## config.mk

```make
export PLATFORM = sky130hd
export DESIGN_NAME = mips_bus_arbiter
export DESIGN_NICKNAME = d
export VERILOG_FILES = /design/src/rtl/mips_bus_pkg.sv /design/src/rtl/mips_bus_arbiter.sv
export SDC_FILE = /design/constraint.sdc
export NUM_CORES = 1
export LEC_CHECK = 0
export BUFFER_PORTS_ARGS = -buffer_cell sky130_fd_sc_hd__buf_2
export CAP_MARGIN = 20
export CORE_UTILIZATION = 45
export DETAILED_ROUTE_END_ITERATION = 12
export GPL_TIMING_DRIVEN = 1
export PLACE_DENSITY = 0.77
export SYNTH_ARGS = -nofsm -noshare
export SYNTH_HDL_FRONTEND = slang
export SYNTH_SLANG_ARGS = --single-unit
export TNS_END_PERCENT = 50
```

## constraint.sdc

```tcl
create_clock -name clk -period 4 [get_ports clk]
set_input_delay 0.4 -clock clk [delete_from_list [all_inputs] [get_ports clk]]
set_output_delay 0.4 -clock clk [all_outputs]
set_load 0.01 [all_outputs]
```

## src/rtl/mips_bus_pkg.sv

```systemverilog
// Shared types and constants for the MIPS CPU Avalon bus arbiter.
package mips_bus_pkg;

  typedef enum logic [1:0] {
    IDLE   = 2'd0,
    ACCESS = 2'd1,
    RESP   = 2'd2
  } bus_state_t;

  typedef enum logic {
    GNT_IFETCH = 1'b0,
    GNT_DMEM   = 1'b1
  } grant_t;

  localparam logic [3:0] BE_WORD = 4'b1111;

  // The Avalon port is word addressed in bytes: low two bits are always zero.
  function automatic logic [31:0] word_align(input logic [31:0] a);
    return a & 32'hFFFF_FFFC;
  endfunction

endpackage

```

## src/rtl/mips_bus_arbiter.sv

```systemverilog
// Two-requester arbiter (instruction fetch, load/store) onto one Avalon master.
// One transaction at a time: IDLE grant -> ACCESS until accepted -> RESP done pulse.
module mips_bus_arbiter
  import mips_bus_pkg::*;
#(
  parameter int DMEM_PRIORITY = 1,
  parameter int WAIT_TIMEOUT  = 1024,
  parameter int TO_W          = 11
) (
  input  logic        clk,
  input  logic        reset,
  input  logic        ifetch_req,
  input  logic [31:0] ifetch_addr,
  output logic        ifetch_done,
  output logic [31:0] ifetch_rdata,
  input  logic        dmem_req,
  input  logic        dmem_we,
  input  logic [31:0] dmem_addr,
  input  logic [31:0] dmem_wdata,
  input  logic [3:0]  dmem_be,
  output logic        dmem_done,
  output logic [31:0] dmem_rdata,
  output logic [31:0] address,
  output logic        read,
  output logic        write,
  input  logic        waitrequest,
  output logic [31:0] writedata,
  output logic [3:0]  byteenable,
  input  logic [31:0] readdata,
  output logic        busy,
  output logic        timeout
);

  localparam logic [TO_W-1:0] TO_LIM = TO_W'(WAIT_TIMEOUT);

  bus_state_t      r_state, w_next;
  grant_t          r_owner, w_gnt;
  logic            r_we;
  logic            r_read, r_write;
  logic [31:0]     r_address, r_writedata;
  logic [3:0]      r_byteenable;
  logic [31:0]     r_ifetch_rdata, r_dmem_rdata;
  logic [TO_W-1:0] r_stall_cnt, w_stall_nxt;
  logic            r_timeout;
  logic            w_any_req, w_stall, w_resp_i, w_resp_d;

  assign w_any_req = ifetch_req | dmem_req;
  assign w_gnt     = (dmem_req && (DMEM_PRIORITY != 0 || !ifetch_req)) ? GNT_DMEM : GNT_IFETCH;
  assign w_stall   = (r_state == ACCESS) && waitrequest;

  // State register
  always_ff @(posedge clk) begin
    if (reset) r_state <= IDLE;
    else       r_state <= w_next;
  end

  // Next-state logic
  always_comb begin
    w_next = r_state;
    unique case (r_state)
      IDLE:    if (w_any_req)    w_next = ACCESS;
      ACCESS:  if (!waitrequest) w_next = RESP;
      RESP:                      w_next = IDLE;
      default:                   w_next = IDLE;
    endcase
  end

  // Bus output registers: loaded at grant, frozen through ACCESS stalls.
  always_ff @(posedge clk) begin
    if (reset) begin
      r_owner        <= GNT_IFETCH;
      r_we           <= 1'b0;
      r_read         <= 1'b0;
      r_write        <= 1'b0;
      r_address      <= '0;
      r_writedata    <= '0;
      r_byteenable   <= '0;
      r_ifetch_rdata <= '0;
      r_dmem_rdata   <= '0;
    end else begin
      unique case (r_state)
        IDLE: begin
          if (w_any_req) begin
            r_owner <= w_gnt;
            if (w_gnt == GNT_DMEM) begin
              r_we         <= dmem_we;
              r_read       <= !dmem_we;
              r_write      <= dmem_we;
              r_address    <= word_align(dmem_addr);
              r_writedata  <= dmem_wdata;
              r_byteenable <= dmem_be;
            end else begin
              r_we         <= 1'b0;
              r_read       <= 1'b1;
              r_write      <= 1'b0;
              r_address    <= word_align(ifetch_addr);
              r_writedata  <= '0;
              r_byteenable <= BE_WORD;
            end
          end else begin
            r_read       <= 1'b0;
            r_write      <= 1'b0;
            r_byteenable <= '0;
          end
        end
        ACCESS: begin
          if (!waitrequest) begin
            r_read  <= 1'b0;
            r_write <= 1'b0;
          end
        end
        RESP: begin
          r_byteenable <= '0;
          if (!r_we) begin
            if (r_owner == GNT_IFETCH) r_ifetch_rdata <= readdata;
            else                       r_dmem_rdata   <= readdata;
          end
        end
        default: begin
          r_read  <= 1'b0;
          r_write <= 1'b0;
        end
      endcase
    end
  end

  // Stall counter saturates so a hung slave cannot wrap it back under the limit.
  always_comb begin
    w_stall_nxt = r_stall_cnt;
    if (w_stall && !(&r_stall_cnt)) w_stall_nxt = r_stall_cnt + 1'b1;
    else if (r_state != ACCESS)     w_stall_nxt = '0;
  end

  always_ff @(posedge clk) begin
    if (reset) begin
      r_stall_cnt <= '0;
      r_timeout   <= 1'b0;
    end else begin
      r_stall_cnt <= w_stall_nxt;
      if (WAIT_TIMEOUT != 0 && w_stall && w_stall_nxt == TO_LIM) r_timeout <= 1'b1;
    end
  end

  // Outputs: done and read data bypass are combinational in RESP.
  assign w_resp_i = (r_state == RESP) && (r_owner == GNT_IFETCH);
  assign w_resp_d = (r_state == RESP) && (r_owner == GNT_DMEM);

  always_comb begin
    busy         = (r_state != IDLE);
    ifetch_done  = w_resp_i;
    dmem_done    = w_resp_d;
    ifetch_rdata = (w_resp_i && !r_we) ? readdata : r_ifetch_rdata;
    dmem_rdata   = (w_resp_d && !r_we) ? readdata : r_dmem_rdata;
  end

  assign address    = r_address;
  assign read       = r_read;
  assign write      = r_write;
  assign writedata  = r_writedata;
  assign byteenable = r_byteenable;
  assign timeout    = r_timeout;

endmodule

```

==> impl_metrics.toml <==
[status]
status = "finished clean"

[global_routing]
grt_pass1_wl_um = 24700
grt_pass1_vias = 5043
antenna_found_initial = 0
grt_max_degree = 78
overflow = 0
track_usage_pct = 22.6

[critical_path]
crit_required_ns = 3.60
crit_path_start_kind = "flip-flop"
critical_path_class = "flip-flop to output pin"
path_max_fanout = 32
reg2reg_depth = 6
setup.worst_path.end_class = "output pin"
timing.critical_path.arrival_ns = 2.26

[detailed_routing]
routed-via-count = 5137
remaining_drc_errors = 0
post_drt_wl_per_cell_um = 14.9
totalWireLength_um = 15300
via_per_inst = 5.00
dr.pass1.iters = 5
final_antenna_net_count = 0
drt_iter0_drc = 240

[sta]
layout_setup_ws_ns = 1.34
skew_ns = 0.00833
setup_violations = 0
timing.hold.ws_ns = 0.224
rsz0062_at_grt = "false"
min_period_ns = 2.66
hold_viol_final = 0
drv_slew = 0
finalSetupTns_ns = 0
timing.fmax_mhz = 376
worst_slew_pin_slew_ns = 0.979
slew_headroom_pct = 34.6
fin_crit_sh_pct = 66.4

[yosys]
synth_cells = 592
synth_seq_cells = 148
synth_area_leader_cell = "dfxtp_1"
synthArstFlopShare_pct = 0
synth-edff-count = 0
synth.most_common_cell = "dfxtp_1"
synth_area_leaders = "dfxtp_1, mux2_2, nor2b_1"
ys_seq_area_share_pct = 49.5
synthTopCellsByCount = "dfxtp_1, nor2_1, mux2_2"
syn-mean-instance-area_um2 = 10.1
syn_area_um2 = 5980
synth_flop_cell = "dfxtp_1"
synth_top_area_share_pct = 49.5
yosys_warnings = 0
ys_types = 46

[cts]
post_cts_buffers = 0
cts.sinks = 148
path_clk_slew_ns = 0.06
htreeDepth = 4
clockBufferDepth = 2
ctsRootBufferMaster = "clkbuf_16"
cts_buffers = 17
cts_tree = "yes"
cts_repair_resize_count = 0
ctsHoldBuffers = 0
insertion_delay_ns = 0.41

[worst_hold_path]
hold_path_depth = 3
hold_class = "primary input to flip-flop"

[power_and_ir_drop]
combPwrFrac_pct = 12.0
p_total_mw = 3.61
leakage_nw = 3.90
p_per_area_nw_per_um2 = 451
clkPwrFrac_pct = 44.1
p_seq_share_pct = 43.9
intPower_mw = 2.72
ir_drop_mv = 0.275
switching_share_pct = 24.6
net-switching-power_uw = 888

[placement]
dp_cells = 996
hpwl_um = 11200
port_buffers = 269
dp_slack_ns = 1.74
finalWeightedCongestion = 0.840

[flow_run]
maxCapViolCount = 0

[cells_and_area]
nets = 982
multi_input_area_um2 = 2820
antenna_cells = 0
drive_gt1_share_pct = 44.9
seq_area_um2 = 2960
area_growth_pct = 33.7
layout.cells.non_filler = 1027
fillers = 1103

[die]
coreArea_um2 = 12800
ios = 276
dieHeight_um = 117
initial_core_util_pct = 46.9
die_x_um = 117
rows = 41
die_area_um2 = 13800
## sequential cells by signal (all words and copies together), names as in the netlist
name            cells
r_owner             1
write               1
r_we                1
byteenable          4
r_dmem_rdata       32
r_stall_cnt        11
writedata          32
timeout             1
read                1
address            30
r_ifetch_rdata     32
r_state             2
## power groups by stage
stage | registers (mW) | clock network, mW | logic [mW]
after global routing | 1.59 | 1.69 | 0.476
after CTS | 1.58 | 1.62 | 0.437
after floorplan | 1.64 | 0 | 0.215
after detailed placement | 1.61 | 0 | 0.435
final | 1.58 | 1.59 | 0.433
after global placement | 1.61 | 0 | 0.430
## through the flow
| step | area (µm²) | utilization (%) |
|---|---|---|
| 3_3_place_gp | 7420 | 58.1 |
| 2_1_floorplan | 5990 | - |
| 6_report | 8000 | 62.7 |
| 5_1_grt | 8000 | 62.7 |
| 3_5_place_dp | 7420 | 58.1 |
| 4_1_cts | 8000 | 62.7 |
## critical path, cell delays in order (launching register included)
cell and delay [ns]:
dfxtp_1 0.39, nand2b_1 0.31, nor3_4 0.16, buf_4 0.41, mux2_2 0.41, buf_2 0.15
## metal layers
| metal | up-vias | wire length, µm | global-route usage, % |
|---|---|---|---|
| met2 | 199 | 7690 | 40.5 |
| met5 | - | 0 | 0 |
| li1 | 2558 | - | - |
| met1 | 2360 | 6180 | 24.5 |
| met4 | 0 | 336 | 8.60 |
| met3 | 20 | 1050 | 7.44 |
## cells by family after synthesis
group,after synthesis,synth area share [%]
simple gates,197,16.9
flops,148,49.5
buf+inv,50,3.91
other cells,1,0.0627
compound gates,94,11.2
xor+xnor,4,0.586
fa+ha+maj,1,0.209
mux,97,17.6
## path summary, 6_finish.rpt
path	from	to	slack (ns)
max	r_state[0]$_SDFFE_PP0P_	dmem_rdata[0]	1.34
min	dmem_wdata[8]	writedata[8]$_SDFFE_PP0P_	0.22
max reg2reg	r_state[0]$_SDFFE_PP0P_	address[25]$_SDFFE_PP0P_	1.76
min reg2reg	byteenable[0]$_SDFFE_PP0P_	byteenable[0]$_SDFFE_PP0P_	0.45
## cell usage in the layout, fill, tap and decap left out, types with 3 or more instances in the layout
| master | Yosys | layout |
|---|---|---|
| buf_2 | 10 | 268 |
| dfxtp_1 | 148 | 148 |
| nor2_1 | 83 | 81 |
| mux2_2 | 65 | 65 |
| nor2b_1 | 64 | 64 |
| a22oi_1 | 32 | 32 |
| mux2i_1 | 32 | 32 |
| a211oi_1 | 31 | 31 |
| clkbuf_16 | 0 | 17 |
| nand2_1 | 16 | 16 |
| a21oi_1 | 15 | 15 |
| o21ai_0 | 8 | 8 |
| buf_4 | 5 | 8 |
| inv_1 | 5 | 5 |
| nand4_1 | 5 | 5 |
| nand3_1 | 5 | 5 |
| clkinv_2 | 0 | 4 |
| nand2b_1 | 3 | 3 |
| and3_1 | 3 | 3 |
| bufinv_16 | 0 | 3 |
## layout make-up
cell class / count / area share, %
Clock inverter: 12 / 1.94
Sequential cell: 148 / 37.0
Clock buffer: 19 / 5.41
Multi-Input combinational cell: 395 / 35.2
Inverter: 5 / 0.234
Timing Repair Buffer: 276 / 17.5
Tap cell: 172 / 2.69
(Power assumes the default switching activity.)
